File: src/rtl/game_fsm.sv
// Snake game sequencer: paces the snake with a tick divider, issues one-cycle
// datapath commands per step and tracks score, direction and end-of-game state.
module game_fsm #(
    parameter int unsigned        TICK_W   = 16,
    parameter logic [TICK_W-1:0]  TICK_DIV = 16'd50000
) (
    input  logic       clk,
    input  logic       reset,
    input  logic       start,
    input  logic [3:0] dir_in,
    input  logic       wall_hit,
    input  logic       body_hit,
    input  logic       apple_hit,
    input  logic [6:0] length,
    output logic       step_en,
    output logic       shift_en,
    output logic       grow_en,
    output logic       apple_load,
    output logic       clr_en,
    output logic [3:0] dir_q,
    output logic       game_over,
    output logic       win,
    output logic [6:0] score,
    output logic [2:0] state
);

    typedef enum logic [2:0] {
        S_IDLE   = 3'd0,
        S_WAIT   = 3'd1,
        S_MOVE   = 3'd2,
        S_CHECK  = 3'd3,
        S_UPDATE = 3'd4,
        S_OVER   = 3'd5,
        S_WON    = 3'd6
    } state_t;

    localparam logic [TICK_W-1:0] TICK_LAST = TICK_DIV - 1'b1;
    localparam logic [3:0]        DIR_RIGHT = 4'b1000;

    state_t            r_state;
    logic [TICK_W-1:0] r_tick;
    logic              r_start_d;
    logic              r_grow;
    logic [6:0]        r_score;
    logic [3:0]        r_dir_q;
    logic [3:0]        r_dir_pend;

    state_t            w_next_state;
    logic [TICK_W-1:0] w_tick_nxt;
    logic              w_grow_nxt;
    logic [6:0]        w_score_nxt;
    logic [3:0]        w_dir_q_nxt;
    logic [3:0]        w_dir_pend_nxt;
    logic              w_start_rise;
    logic              w_dir_onehot;
    logic              w_dir_ok;
    logic              w_playing;

    // Reset wins over a coincident start edge, so the edge is masked here.
    assign w_start_rise = start & ~r_start_d & ~reset;

    // Reversal is judged against the committed direction; rotating by two
    // positions maps up<->down and left<->right.
    assign w_dir_onehot = (dir_in != 4'b0000) && ((dir_in & (dir_in - 4'd1)) == 4'b0000);
    assign w_dir_ok     = w_dir_onehot && (dir_in != {r_dir_q[1:0], r_dir_q[3:2]});

    assign w_playing = (r_state == S_WAIT) || (r_state == S_MOVE) ||
                       (r_state == S_CHECK) || (r_state == S_UPDATE);

    always_ff @(posedge clk) begin
        if (reset) begin
            r_state    <= S_IDLE;
            r_tick     <= '0;
            r_start_d  <= 1'b0;
            r_grow     <= 1'b0;
            r_score    <= 7'd0;
            r_dir_q    <= DIR_RIGHT;
            r_dir_pend <= DIR_RIGHT;
        end else begin
            r_state    <= w_next_state;
            r_tick     <= w_tick_nxt;
            r_start_d  <= start;
            r_grow     <= w_grow_nxt;
            r_score    <= w_score_nxt;
            r_dir_q    <= w_dir_q_nxt;
            r_dir_pend <= w_dir_pend_nxt;
        end
    end

    always_comb begin
        w_next_state   = r_state;
        w_tick_nxt     = r_tick;
        w_grow_nxt     = r_grow;
        w_score_nxt    = r_score;
        w_dir_q_nxt    = r_dir_q;
        w_dir_pend_nxt = r_dir_pend;
        step_en        = 1'b0;
        shift_en       = 1'b0;
        grow_en        = 1'b0;
        apple_load     = 1'b0;
        clr_en         = 1'b0;

        if (w_playing && w_dir_ok) begin
            w_dir_pend_nxt = dir_in;
        end

        case (r_state)
            S_IDLE, S_OVER, S_WON: begin
                if (w_start_rise) begin
                    clr_en         = 1'b1;
                    w_score_nxt    = 7'd0;
                    w_tick_nxt     = '0;
                    w_grow_nxt     = 1'b0;
                    w_dir_q_nxt    = DIR_RIGHT;
                    w_dir_pend_nxt = DIR_RIGHT;
                    w_next_state   = S_WAIT;
                end
            end
            S_WAIT: begin
                if (start) begin
                    if (r_tick == TICK_LAST) begin
                        w_tick_nxt   = '0;
                        w_next_state = S_MOVE;
                    end else begin
                        w_tick_nxt = r_tick + 1'b1;
                    end
                end
            end
            S_MOVE: begin
                step_en      = 1'b1;
                w_dir_q_nxt  = r_dir_pend;
                w_next_state = S_CHECK;
            end
            S_CHECK: begin
                if (wall_hit || body_hit) begin
                    w_next_state = S_OVER;
                end else begin
                    w_grow_nxt   = apple_hit;
                    w_next_state = S_UPDATE;
                end
            end
            S_UPDATE: begin
                if (r_grow) begin
                    grow_en    = 1'b1;
                    apple_load = 1'b1;
                    if (r_score != 7'd127) begin
                        w_score_nxt = r_score + 7'd1;
                    end
                    w_next_state = (length == 7'd126) ? S_WON : S_WAIT;
                end else begin
                    shift_en     = 1'b1;
                    w_next_state = S_WAIT;
                end
            end
            default: begin
                w_next_state = S_IDLE;
            end
        endcase
    end

    assign dir_q     = r_dir_q;
    assign score     = r_score;
    assign game_over = (r_state == S_OVER);
    assign win       = (r_state == S_WON);
    assign state     = r_state;

endmodule

File: config.mk
export PLATFORM = sky130hd
export DESIGN_NAME = game_fsm
export DESIGN_NICKNAME = d
export VERILOG_FILES = /design/src/rtl/game_fsm.sv
export SDC_FILE = /design/constraint.sdc
export NUM_CORES = 1
export LEC_CHECK = 0
export ABC_AREA = 1
export CORE_MARGIN = 1.5
export CORE_UTILIZATION = 35
export CTS_CLUSTER_SIZE = 8
export DETAILED_ROUTE_END_ITERATION = 12
export HOLD_SLACK_MARGIN = 0.05
export PLACE_DENSITY = 0.64
export REMOVE_ABC_BUFFERS = 1
export SLEW_MARGIN = 20
export SYNTH_ARGS = -nofsm -noshare
export SYNTH_HDL_FRONTEND = slang
export SYNTH_SLANG_ARGS = --single-unit
File: constraint.sdc
create_clock -name clk -period 1.54 [get_ports clk]
set_input_delay 0.308 -clock clk [delete_from_list [all_inputs] [get_ports clk]]
set_output_delay 0.308 -clock clk [all_outputs]
set_load 0.005 [all_outputs]
==> report_table.html, run 1 <==
<table>
<tr><th>Metric</th><th>Value</th></tr>
<tr><th colspan="2">Outcome</th></tr>
<tr><td>Status</td><td>complete, but fails checks</td></tr>
<tr><td>Violations in the final reports</td><td>negative setup slack</td></tr>
<tr><th colspan="2">STA</th></tr>
<tr><td>Setup repair after global routing missed its margin</td><td>yes</td></tr>
<tr><td>Max-Slew Margin vs Limit</td><td>0.817</td></tr>
<tr><td>Minimum setup slack in the final design</td><td>-17.5 ps</td></tr>
<tr><td>Max Freq</td><td>0.642 GHz</td></tr>
<tr><td>Measured slew at the worst slew-check pin</td><td>274 ps</td></tr>
<tr><td>Final Hold Violating Endpoints</td><td>0</td></tr>
<tr><td>Clock Skew</td><td>12.4 ps</td></tr>
<tr><td>Period Utilization, post-route</td><td>1.01</td></tr>
<tr><td>Final period demand of the worst path</td><td>1560 ps</td></tr>
<tr><td>Number of pins with negative max-slew slack in the final report</td><td>0</td></tr>
<tr><td>Final setup viols</td><td>3</td></tr>
<tr><td>Final Hold Slack</td><td>462 ps</td></tr>
<tr><th colspan="2">Final layout</th></tr>
<tr><td>Final standard cell count with taps included and fillers excluded</td><td>552</td></tr>
<tr><td>Final cell utilization of the core</td><td>0.552</td></tr>
<tr><td>Fin area</td><td>0.00346 mm^2</td></tr>
<tr><td>Area Overhead vs Synth</td><td>53.9%</td></tr>
<tr><td>Most used cells in the layout excluding fill and tap cells</td><td>114 x sky130_fd_sc_hd__nand2_1, 57 x sky130_fd_sc_hd__nor2_1, 51 x sky130_fd_sc_hd__inv_1</td></tr>
<tr><td>Fill count</td><td>600</td></tr>
<tr><td>Sequential Area</td><td>748 um^2</td></tr>
<tr><td>Most common cell after layout, fill and taps aside</td><td>sky130_fd_sc_hd__nand2_1</td></tr>
<tr><td>Diodes inserted</td><td>0</td></tr>
<tr><td>Final nets</td><td>493</td></tr>
<tr><td>Multi-input gate area</td><td>0.00152 mm^2</td></tr>
<tr><td>Ratio of cells with drive above 1 in the final layout</td><td>0.284</td></tr>
<tr><th colspan="2">Routing</th></tr>
<tr><td>Post-detailed-route DRC marker count</td><td>0</td></tr>
<tr><td>Wire length per cell</td><td>11.2 um</td></tr>
<tr><td>Total iterations of the first detailed-routing run</td><td>5</td></tr>
<tr><td>1st-iter DRT viols</td><td>125</td></tr>
<tr><td>Vias</td><td>2605</td></tr>
<tr><td>Detailed-route vias per instance</td><td>4.72</td></tr>
<tr><td>DRT Wirelength</td><td>6.18 mm</td></tr>
<tr><td>Antenna Violating Nets Remaining</td><td>0</td></tr>
<tr><th colspan="2">Die</th></tr>
<tr><td>Io pins</td><td>38</td></tr>
<tr><td>Die X-Extent</td><td>83.2 um</td></tr>
<tr><td>Initial core utilization</td><td>0.359</td></tr>
<tr><td>Die height</td><td>83.2 um</td></tr>
<tr><td>Die Footprint</td><td>0.00692 mm^2</td></tr>
<tr><td>Placement Rows</td><td>29</td></tr>
<tr><td>CORE AREA</td><td>0.00628 mm^2</td></tr>
<tr><th colspan="2">Yosys</th></tr>
<tr><td>Synthesized flop and latch total</td><td>36</td></tr>
<tr><td>Synth Flop Type</td><td>sky130_fd_sc_hd__dfxtp_1</td></tr>
<tr><td>Count of flip-flops with a built-in enable after synthesis</td><td>0</td></tr>
<tr><td>Share of Yosys cell area claimed by the top area cell type</td><td>0.320</td></tr>
<tr><td>Synth warnings</td><td>0</td></tr>
<tr><td>Share of flip-flops with an asynchronous set or reset after synthesis</td><td>0</td></tr>
<tr><td>Synth area leader</td><td>sky130_fd_sc_hd__dfxtp_1</td></tr>
<tr><td>Sequential cell area fraction in the yosys report</td><td>0.320</td></tr>
<tr><td>Most area-consuming cells after synthesis</td><td>sky130_fd_sc_hd__dfxtp_1 32%, sky130_fd_sc_hd__nand2_1 20%, sky130_fd_sc_hd__nor2_1 11%, sky130_fd_sc_hd__inv_1 8.8%, sky130_fd_sc_hd__nand3_1 7.1%</td></tr>
<tr><td>Cell variety after synth</td><td>29</td></tr>
<tr><td>Post-synthesis instance area</td><td>0.00225 mm^2</td></tr>
<tr><td>Gate Count Post-Synth</td><td>382</td></tr>
<tr><td>Mean cell area of the mapped netlist</td><td>5.89 um^2</td></tr>
<tr><th colspan="2">Critical path</th></tr>
<tr><td>Data arrival time at the worst-slack endpoint</td><td>1250 ps</td></tr>
<tr><td>Type of origin of the critical path</td><td>flop</td></tr>
<tr><td>CP Data Required Time</td><td>1230 ps</td></tr>
<tr><td>Highest fanout seen on the critical path</td><td>4</td></tr>
<tr><td>Class of the most critical setup path</td><td>flop to output pin</td></tr>
<tr><td>Crit path capture type</td><td>output pin</td></tr>
<tr><th colspan="2">GRT</th></tr>
<tr><td>Maximum number of pins on one net before global-route repair</td><td>18</td></tr>
<tr><td>Number of antenna violations at the first check in global routing</td><td>0</td></tr>
<tr><td>Number of global-route vias before repair</td><td>2318</td></tr>
<tr><td>Tot GR Track Use</td><td>0.179</td></tr>
<tr><td>Wire length of the first global-routing pass</td><td>10.3 mm</td></tr>
<tr><td>Gr ovfl total</td><td>0</td></tr>
<tr><th colspan="2">Placement</th></tr>
<tr><td>Count of input and output buffers</td><td>37</td></tr>
<tr><td>Weighted congestion at the end of routability-driven global placement</td><td>0.817</td></tr>
<tr><td>Half-perimeter wire length after detailed placement</td><td>4.41 mm</td></tr>
<tr><td>Cell area after placement</td><td>0.00301 mm^2</td></tr>
<tr><td>Post-Place Cells</td><td>534</td></tr>
<tr><th colspan="2">Pwr</th></tr>
<tr><td>Worst-case vdd ir drop</td><td>0.587 mV</td></tr>
<tr><td>Total power density per cell area</td><td>1260 mW/mm^2</td></tr>
<tr><td>Reported leakage power</td><td>0.00156 uW</td></tr>
<tr><th colspan="2">CTS</th></tr>
<tr><td>Clock root buffer master</td><td>sky130_fd_sc_hd__clkbuf_8</td></tr>
<tr><td>Skew-Pair Late Insertion Delay</td><td>290 ps</td></tr>
<tr><td># H-tree levels</td><td>2</td></tr>
<tr><td>Clock transition at the registers of the reported paths</td><td>80 ps</td></tr>
<tr><td>TritonCTS clock tree</td><td>yes</td></tr>
<tr><td>CTS hold repair buffers</td><td>0</td></tr>
<tr><td>Number of buffers created by CTS</td><td>5</td></tr>
<tr><td>Number of clock sinks</td><td>36</td></tr>
<tr><td>Buffers from clock root to sink, at most</td><td>2</td></tr>
<tr><th colspan="2">Flow run</th></tr>
<tr><td>MaxCap Viol Count</td><td>0</td></tr>
<tr><th colspan="2">Worst hold path</th></tr>
<tr><td>Path class of the lowest-slack min-delay path</td><td>flop to flop</td></tr>
</table>
## logic make-up after synthesis
logic type | count (synthesis) | share of synthesized area
and+or+nand+nor | 243 | 0.459
buffers and inverters | 65 | 0.113
DFF | 36 | 0.320
AOI/OAI and AO/OA | 28 | 0.0656
xor gates and xnor gates | 8 | 0.0311
adders and majority gates | 2 | 0.0111
## worst max-delay path, stage by stage (launching register included)
cell and delay, ps:
sky130_fd_sc_hd__dfxtp_4 360, sky130_fd_sc_hd__buf_12 130, sky130_fd_sc_hd__nor3_4 130, sky130_fd_sc_hd__buf_6 140, sky130_fd_sc_hd__inv_4 40, sky130_fd_sc_hd__nor2_4 60, sky130_fd_sc_hd__buf_2 110
## final cells by class
class / count / share of cell area
repair buffers: 90 / 0.223
clock buffers: 7 / 0.0249
flip-flops and latches: 36 / 0.216
inverters: 60 / 0.0686
clock inverters: 1 / 0.00217
multi-input cells: 281 / 0.438
well taps: 77 / 0.0278
## per-stage QoR
step           setup TNS, ps  setup WS, ps  total power [uW]
6_report               -44.7         -17.5              4370
2_1_floorplan              0           116              2150
3_3_place_gp          -11970          -462              3020
3_5_place_dp          -13160          -488              3030
4_1_cts                 -198         -83.4              3950
5_1_grt                -1050         -94.4              4690
## metal layers
metal | track usage | wire length [um] | vias up
met5 | 0 | 0 | -
met4 | 0.0576 | 114 | 0
met3 | 0.0328 | 307 | 12
met2 | 0.290 | 2890 | 61
met1 | 0.241 | 2870 | 1166
li1 | - | - | 1366
## state kept, by name, summed over array words and instances, names as in the netlist
name and count:
r_tick 16, score 7, dir_q 4, r_dir_pend 4
state 3, r_grow 1, r_start_d 1
## path summary, 6_finish.rpt
path | from | endpoint | slack, ps | depth (start not counted)
setup / recovery | state[0]$_SDFFE_PP0P_ | apple_load | -20 | 6
setup reg to reg | state[0]$_SDFFE_PP0P_ | score[6]$_SDFFE_PP0P_ | 10 | 10
hold / removal | r_dir_pend[2]$_SDFF_PP0_ | dir_q[2]$_SDFFE_PP0P_ | 460 | 2
hold reg to reg | r_dir_pend[2]$_SDFF_PP0_ | dir_q[2]$_SDFFE_PP0P_ | 460 | 2
## synthesized netlist by cell type (2+ instances only)
master,count
sky130_fd_sc_hd__ha_1,2
sky130_fd_sc_hd__o21ai_0,4
sky130_fd_sc_hd__nor3b_1,2
sky130_fd_sc_hd__nand3_1,32
sky130_fd_sc_hd__xor2_1,7
sky130_fd_sc_hd__inv_2,7
sky130_fd_sc_hd__nor3_1,4
sky130_fd_sc_hd__nand2_4,2
sky130_fd_sc_hd__inv_1,53
sky130_fd_sc_hd__nand4_1,5
sky130_fd_sc_hd__nor2_1,68
sky130_fd_sc_hd__nand2_2,3
sky130_fd_sc_hd__dfxtp_1,36
sky130_fd_sc_hd__a21oi_1,19
sky130_fd_sc_hd__nand3_2,2
sky130_fd_sc_hd__nand2_1,121
sky130_fd_sc_hd__clkbuf_1,3
## what timing repair did
item | 4_1_cts | 5_1_grt
hold endpoints to repair | 0 | 0
setup endpoints to repair | 44 | 43
pin swaps | 10 | 12
resized for setup | 55 | 62
buffers inserted | 7 | 4
## report_power, final
part,switching (uW),internal [uW],total (uW)
Sequential,109,1060,1170
Combinational,1370,1110,2480
Clock,363,364,727
Total,1840,2530,4370
(Power assumes the default switching activity.)
==> run 2: changes to the inputs <==
==> constraint.sdc (replaced) <==
create_clock -name clk -period 1.55 [get_ports clk]
set_input_delay 0.31 -clock clk [delete_from_list [all_inputs] [get_ports clk]]
set_output_delay 0.31 -clock clk [all_outputs]
set_load 0.005 [all_outputs]
==> report_table.html, run 2 (synthesis results as in run 1) <==
<table>
<tr><th>Metric</th><th>Value</th></tr>
<tr><th colspan="2">GRT</th></tr>
<tr><td>Number of global-route vias before repair</td><td>2337 (+0.82%)</td></tr>
<tr><td>Tot GR Track Use</td><td>0.178 (-0.00112)</td></tr>
<tr><td>GR Layer Usage met2</td><td>0.298 (+0.00739)</td></tr>
<tr><td>Met3 layer usage reported by global route</td><td>0.0338 (+0.000994)</td></tr>
<tr><td>Met1 global-route usage</td><td>0.229 (-0.0120)</td></tr>
<tr><td>Number of antenna violations at the first check in global routing</td><td>0 (unchanged)</td></tr>
<tr><td>Maximum number of pins on one net before global-route repair</td><td>18 (unchanged)</td></tr>
<tr><td>Gr ovfl total</td><td>0 (unchanged)</td></tr>
<tr><td>Wire length of the first global-routing pass</td><td>10.2 mm (-1.3%)</td></tr>
<tr><td>GR peak layer</td><td>met2</td></tr>
<tr><th colspan="2">Routing</th></tr>
<tr><td>Detailed-route vias per instance</td><td>4.63 (-1.9%)</td></tr>
<tr><td>Vias</td><td>2566 (-1.5%)</td></tr>
<tr><td>1st-iter DRT viols</td><td>93 (-26%)</td></tr>
<tr><td>Total iterations of the first detailed-routing run</td><td>4 (-1)</td></tr>
<tr><td>DRT Wirelength</td><td>6.15 mm (-0.57%)</td></tr>
<tr><td>Wire length per cell</td><td>11.1 um (-0.93%)</td></tr>
<tr><td>Post-detailed-route DRC marker count</td><td>0 (unchanged)</td></tr>
<tr><td>Antenna Violating Nets Remaining</td><td>0 (unchanged)</td></tr>
<tr><th colspan="2">Final layout</th></tr>
<tr><td>Final standard cell count with taps included and fillers excluded</td><td>554 (+0.36%)</td></tr>
<tr><td>Fill count</td><td>608 (+1.3%)</td></tr>
<tr><td>Register containing the most flip-flops in the final layout</td><td>r_tick</td></tr>
<tr><td>Fin area</td><td>0.00347 mm^2 (+0.14%)</td></tr>
<tr><td>Most used cells in the layout excluding fill and tap cells</td><td>111 x sky130_fd_sc_hd__nand2_1, 59 x sky130_fd_sc_hd__nor2_1, 49 x sky130_fd_sc_hd__inv_1, 49 x sky130_fd_sc_hd__buf_4, 24 x sky130_fd_sc_hd__dfxtp_1</td></tr>
<tr><td>Flip-flop count of the largest register, all copies and words added</td><td>16 (unchanged)</td></tr>
<tr><td>Ratio of cells with drive above 1 in the final layout</td><td>0.287 (+0.00300)</td></tr>
<tr><td>Diodes inserted</td><td>0 (unchanged)</td></tr>
<tr><td>Area Overhead vs Synth</td><td>54.1%</td></tr>
<tr><td>Final nets</td><td>495 (+0.41%)</td></tr>
<tr><td>Most common cell after layout, fill and taps aside</td><td>sky130_fd_sc_hd__nand2_1</td></tr>
<tr><th colspan="2">Pwr</th></tr>
<tr><td>Clock share of power</td><td>0.158 (-0.008)</td></tr>
<tr><td>Int Pwr</td><td>2510 uW (-0.87%)</td></tr>
<tr><td>Part of the total power dissipated in sequential elements</td><td>0.267 (about the same)</td></tr>
<tr><td>Total power density per cell area</td><td>1250 mW/mm^2 (-0.70%)</td></tr>
<tr><td>Switching portion of total power</td><td>0.423 (+0.00184)</td></tr>
<tr><td>Share of power burned in combinational logic</td><td>0.575 (+0.009)</td></tr>
<tr><td>Reported leakage power</td><td>0.00158 uW (+1.4%)</td></tr>
<tr><td>Worst-case vdd ir drop</td><td>0.711 mV (+21%)</td></tr>
<tr><td>P_sw</td><td>1840 uW (-0.12%)</td></tr>
<tr><th colspan="2">Worst hold path</th></tr>
<tr><td>Path class of the lowest-slack min-delay path</td><td>flop to flop</td></tr>
<tr><td>End point of the worst hold path</td><td>dir_q[1]$_SDFFE_PP0P_</td></tr>
<tr><td>HP Start</td><td>r_dir_pend[1]$_SDFF_PP0_</td></tr>
<tr><td>Worst Hold Path Cells</td><td>2 (unchanged)</td></tr>
<tr><th colspan="2">Die</th></tr>
<tr><td>Io pins</td><td>38 (unchanged)</td></tr>
<tr><td>CORE AREA</td><td>0.00628 mm^2 (unchanged)</td></tr>
<tr><td>Die X-Extent</td><td>83.2 um (unchanged)</td></tr>
<tr><td>Die height</td><td>83.2 um (unchanged)</td></tr>
<tr><td>Die Footprint</td><td>0.00692 mm^2 (unchanged)</td></tr>
<tr><td>Placement Rows</td><td>29 (unchanged)</td></tr>
<tr><td>Initial core utilization</td><td>0.359 (unchanged)</td></tr>
<tr><th colspan="2">STA</th></tr>
<tr><td>Period Utilization, post-route</td><td>1.01</td></tr>
<tr><td>Max Freq</td><td>0.640 GHz</td></tr>
<tr><td>Max-Slew Margin vs Limit</td><td>0.788 (-0.0285)</td></tr>
<tr><td>Clock Skew</td><td>16.4 ps (+3.98 ps)</td></tr>
<tr><td>Measured slew at the worst slew-check pin</td><td>317 ps (+42.7 ps)</td></tr>
<tr><td>Total Negative Setup Slacks</td><td>-25.1 ps (+19.6 ps)</td></tr>
<tr><td>Final Hold Violating Endpoints</td><td>0 (unchanged)</td></tr>
<tr><td>Setup repair after global routing missed its margin</td><td>yes</td></tr>
<tr><td>Number of pins with negative max-slew slack in the final report</td><td>0 (unchanged)</td></tr>
<tr><td>Minimum setup slack in the final design</td><td>-13.5 ps (+4.06 ps)</td></tr>
<tr><td>Final period demand of the worst path</td><td>1560 ps</td></tr>
<tr><td>Final setup viols</td><td>2 (-1)</td></tr>
<tr><td>Final Hold Slack</td><td>465 ps (+3.07 ps)</td></tr>
<tr><th colspan="2">CTS</th></tr>
<tr><td>TritonCTS clock tree</td><td>yes</td></tr>
<tr><td>Number of buffers created by CTS</td><td>5 (unchanged)</td></tr>
<tr><td>Clock root buffer master</td><td>sky130_fd_sc_hd__clkbuf_8</td></tr>
<tr><td>Skew-Pair Late Insertion Delay</td><td>300 ps (about the same)</td></tr>
<tr><td>Buffers from clock root to sink, at most</td><td>2 (unchanged)</td></tr>
<tr><td>Number of clock sinks</td><td>36 (unchanged)</td></tr>
<tr><td># H-tree levels</td><td>2 (unchanged)</td></tr>
<tr><td>Clock transition at the registers of the reported paths</td><td>80 ps (about the same)</td></tr>
<tr><th colspan="2">Placement</th></tr>
<tr><td>Half-perimeter wire length after detailed placement</td><td>4.37 mm (-0.79%)</td></tr>
<tr><td>Count of input and output buffers</td><td>37 (unchanged)</td></tr>
<tr><td>Weighted congestion at the end of routability-driven global placement</td><td>0.817 (about the same)</td></tr>
<tr><td>Cell area after placement</td><td>0.00300 mm^2 (-0.25%)</td></tr>
<tr><td>Post-Place Cells</td><td>533 (-0.19%)</td></tr>
<tr><th colspan="2">Critical path</th></tr>
<tr><td>FF-to-FF path depth</td><td>9 (-1)</td></tr>
<tr><td>Highest fanout seen on the critical path</td><td>3 (-1)</td></tr>
<tr><td>Type of origin of the critical path</td><td>flop</td></tr>
<tr><td>R2R setup slack</td><td>20 ps (about the same)</td></tr>
<tr><td>Reg-to-reg startpoint</td><td>state[1]$_SDFFE_PP0P_</td></tr>
<tr><td>Class of the most critical setup path</td><td>flop to output pin</td></tr>
<tr><td>CP Data Required Time</td><td>1240 ps (about the same)</td></tr>
<tr><td>End of the worst register-to-register path</td><td>score[5]$_SDFFE_PP0P_</td></tr>
<tr><td>Data arrival time at the worst-slack endpoint</td><td>1250 ps (about the same)</td></tr>
<tr><td>Crit path capture type</td><td>output pin</td></tr>
<tr><th colspan="2">Outcome</th></tr>
<tr><td>Status</td><td>complete, but fails checks</td></tr>
<tr><td>Violations in the final reports</td><td>negative setup slack</td></tr>
<tr><th colspan="2">Flow run</th></tr>
<tr><td>MaxCap Viol Count</td><td>0 (unchanged)</td></tr>
</table>
[run 2: changes by cell type in the layout (fill, tap and decap cells not counted), moves of 3 or more]
cell,change
sky130_fd_sc_hd__buf_4,+5
sky130_fd_sc_hd__a21oi_1,-3
sky130_fd_sc_hd__a21oi_2,+3
sky130_fd_sc_hd__nand2_1,-3
sky130_fd_sc_hd__nand2_4,+3
[run 2: through the flow]
| stage | utilization | worst slack [ps] | total power [uW] |
|---|---|---|---|
| after global placement | 0.478 | -461 | 3000 |
| after global routing | 0.553 | -83.1 | 4640 |
| after floorplan | - | 126 | 2130 |
| final | 0.553 | -13.5 | 4350 |
| after CTS | 0.520 | -85.0 | 3930 |
| after detailed placement | 0.478 | -480 | 3020 |
[run 2: area by class of cell]
class	instances	area, um^2	area share
multi-input cells	281	1520	0.438
clock buffers	7	76.3	0.0220
repair buffers	92	787	0.227
clock inverters	1	8.76	0.00252
flip-flops and latches	36	743	0.214
inverters	60	238	0.0685
well taps	77	96.3	0.0278
[run 2: worst max-delay path, cell delays in order (launching register included)]
cell                      delay, ps
sky130_fd_sc_hd__dfxtp_4        360
sky130_fd_sc_hd__buf_12         130
sky130_fd_sc_hd__nor3_4         130
sky130_fd_sc_hd__buf_6          140
sky130_fd_sc_hd__inv_4           40
sky130_fd_sc_hd__nor2_4          60
sky130_fd_sc_hd__buf_2          110
[run 2: layer usage]
layer	routed length, um	share of wire
met1	2860	0.47
met3	263	0.043
met5	0	0
met2	2890	0.47
met4	130	0.021
[run 2: power by group through the flow]
stage               sequential, uW  combinational (uW)  clock, uW
floorplan                     1150                 982          0
global placement              1140                1860          0
detailed placement            1150                1870          0
CTS                           1150                2080        697
global route                  1180                2730        734
finish                        1160                2500        685
[run 2: what timing repair did]
action                                  4_1_cts  5_1_grt
cloned                                        0        0
pin swaps                                     9       18
hold buffers                                  0        0
endpoints found under the setup margin       44       42
setup buffers                                11        4
gates resized for setup                      58       60
[run 2: worst max-delay path by stage]
stage	startpoint	end	slack [ps]
3_3_place_gp	start	clr_en	-460
5_1_grt	state[1]$_SDFFE_PP0P_	score[1]$_SDFFE_PP0P_	-80
4_1_cts	state[2]$_SDFFE_PP0P_	clr_en	-90
6_report	state[0]$_SDFFE_PP0P_	grow_en	-10
3_5_place_dp	start	clr_en	-480
2_1_floorplan	state[0]$_SDFFE_PP0P_	r_tick[14]$_SDFFE_PP0P_	130
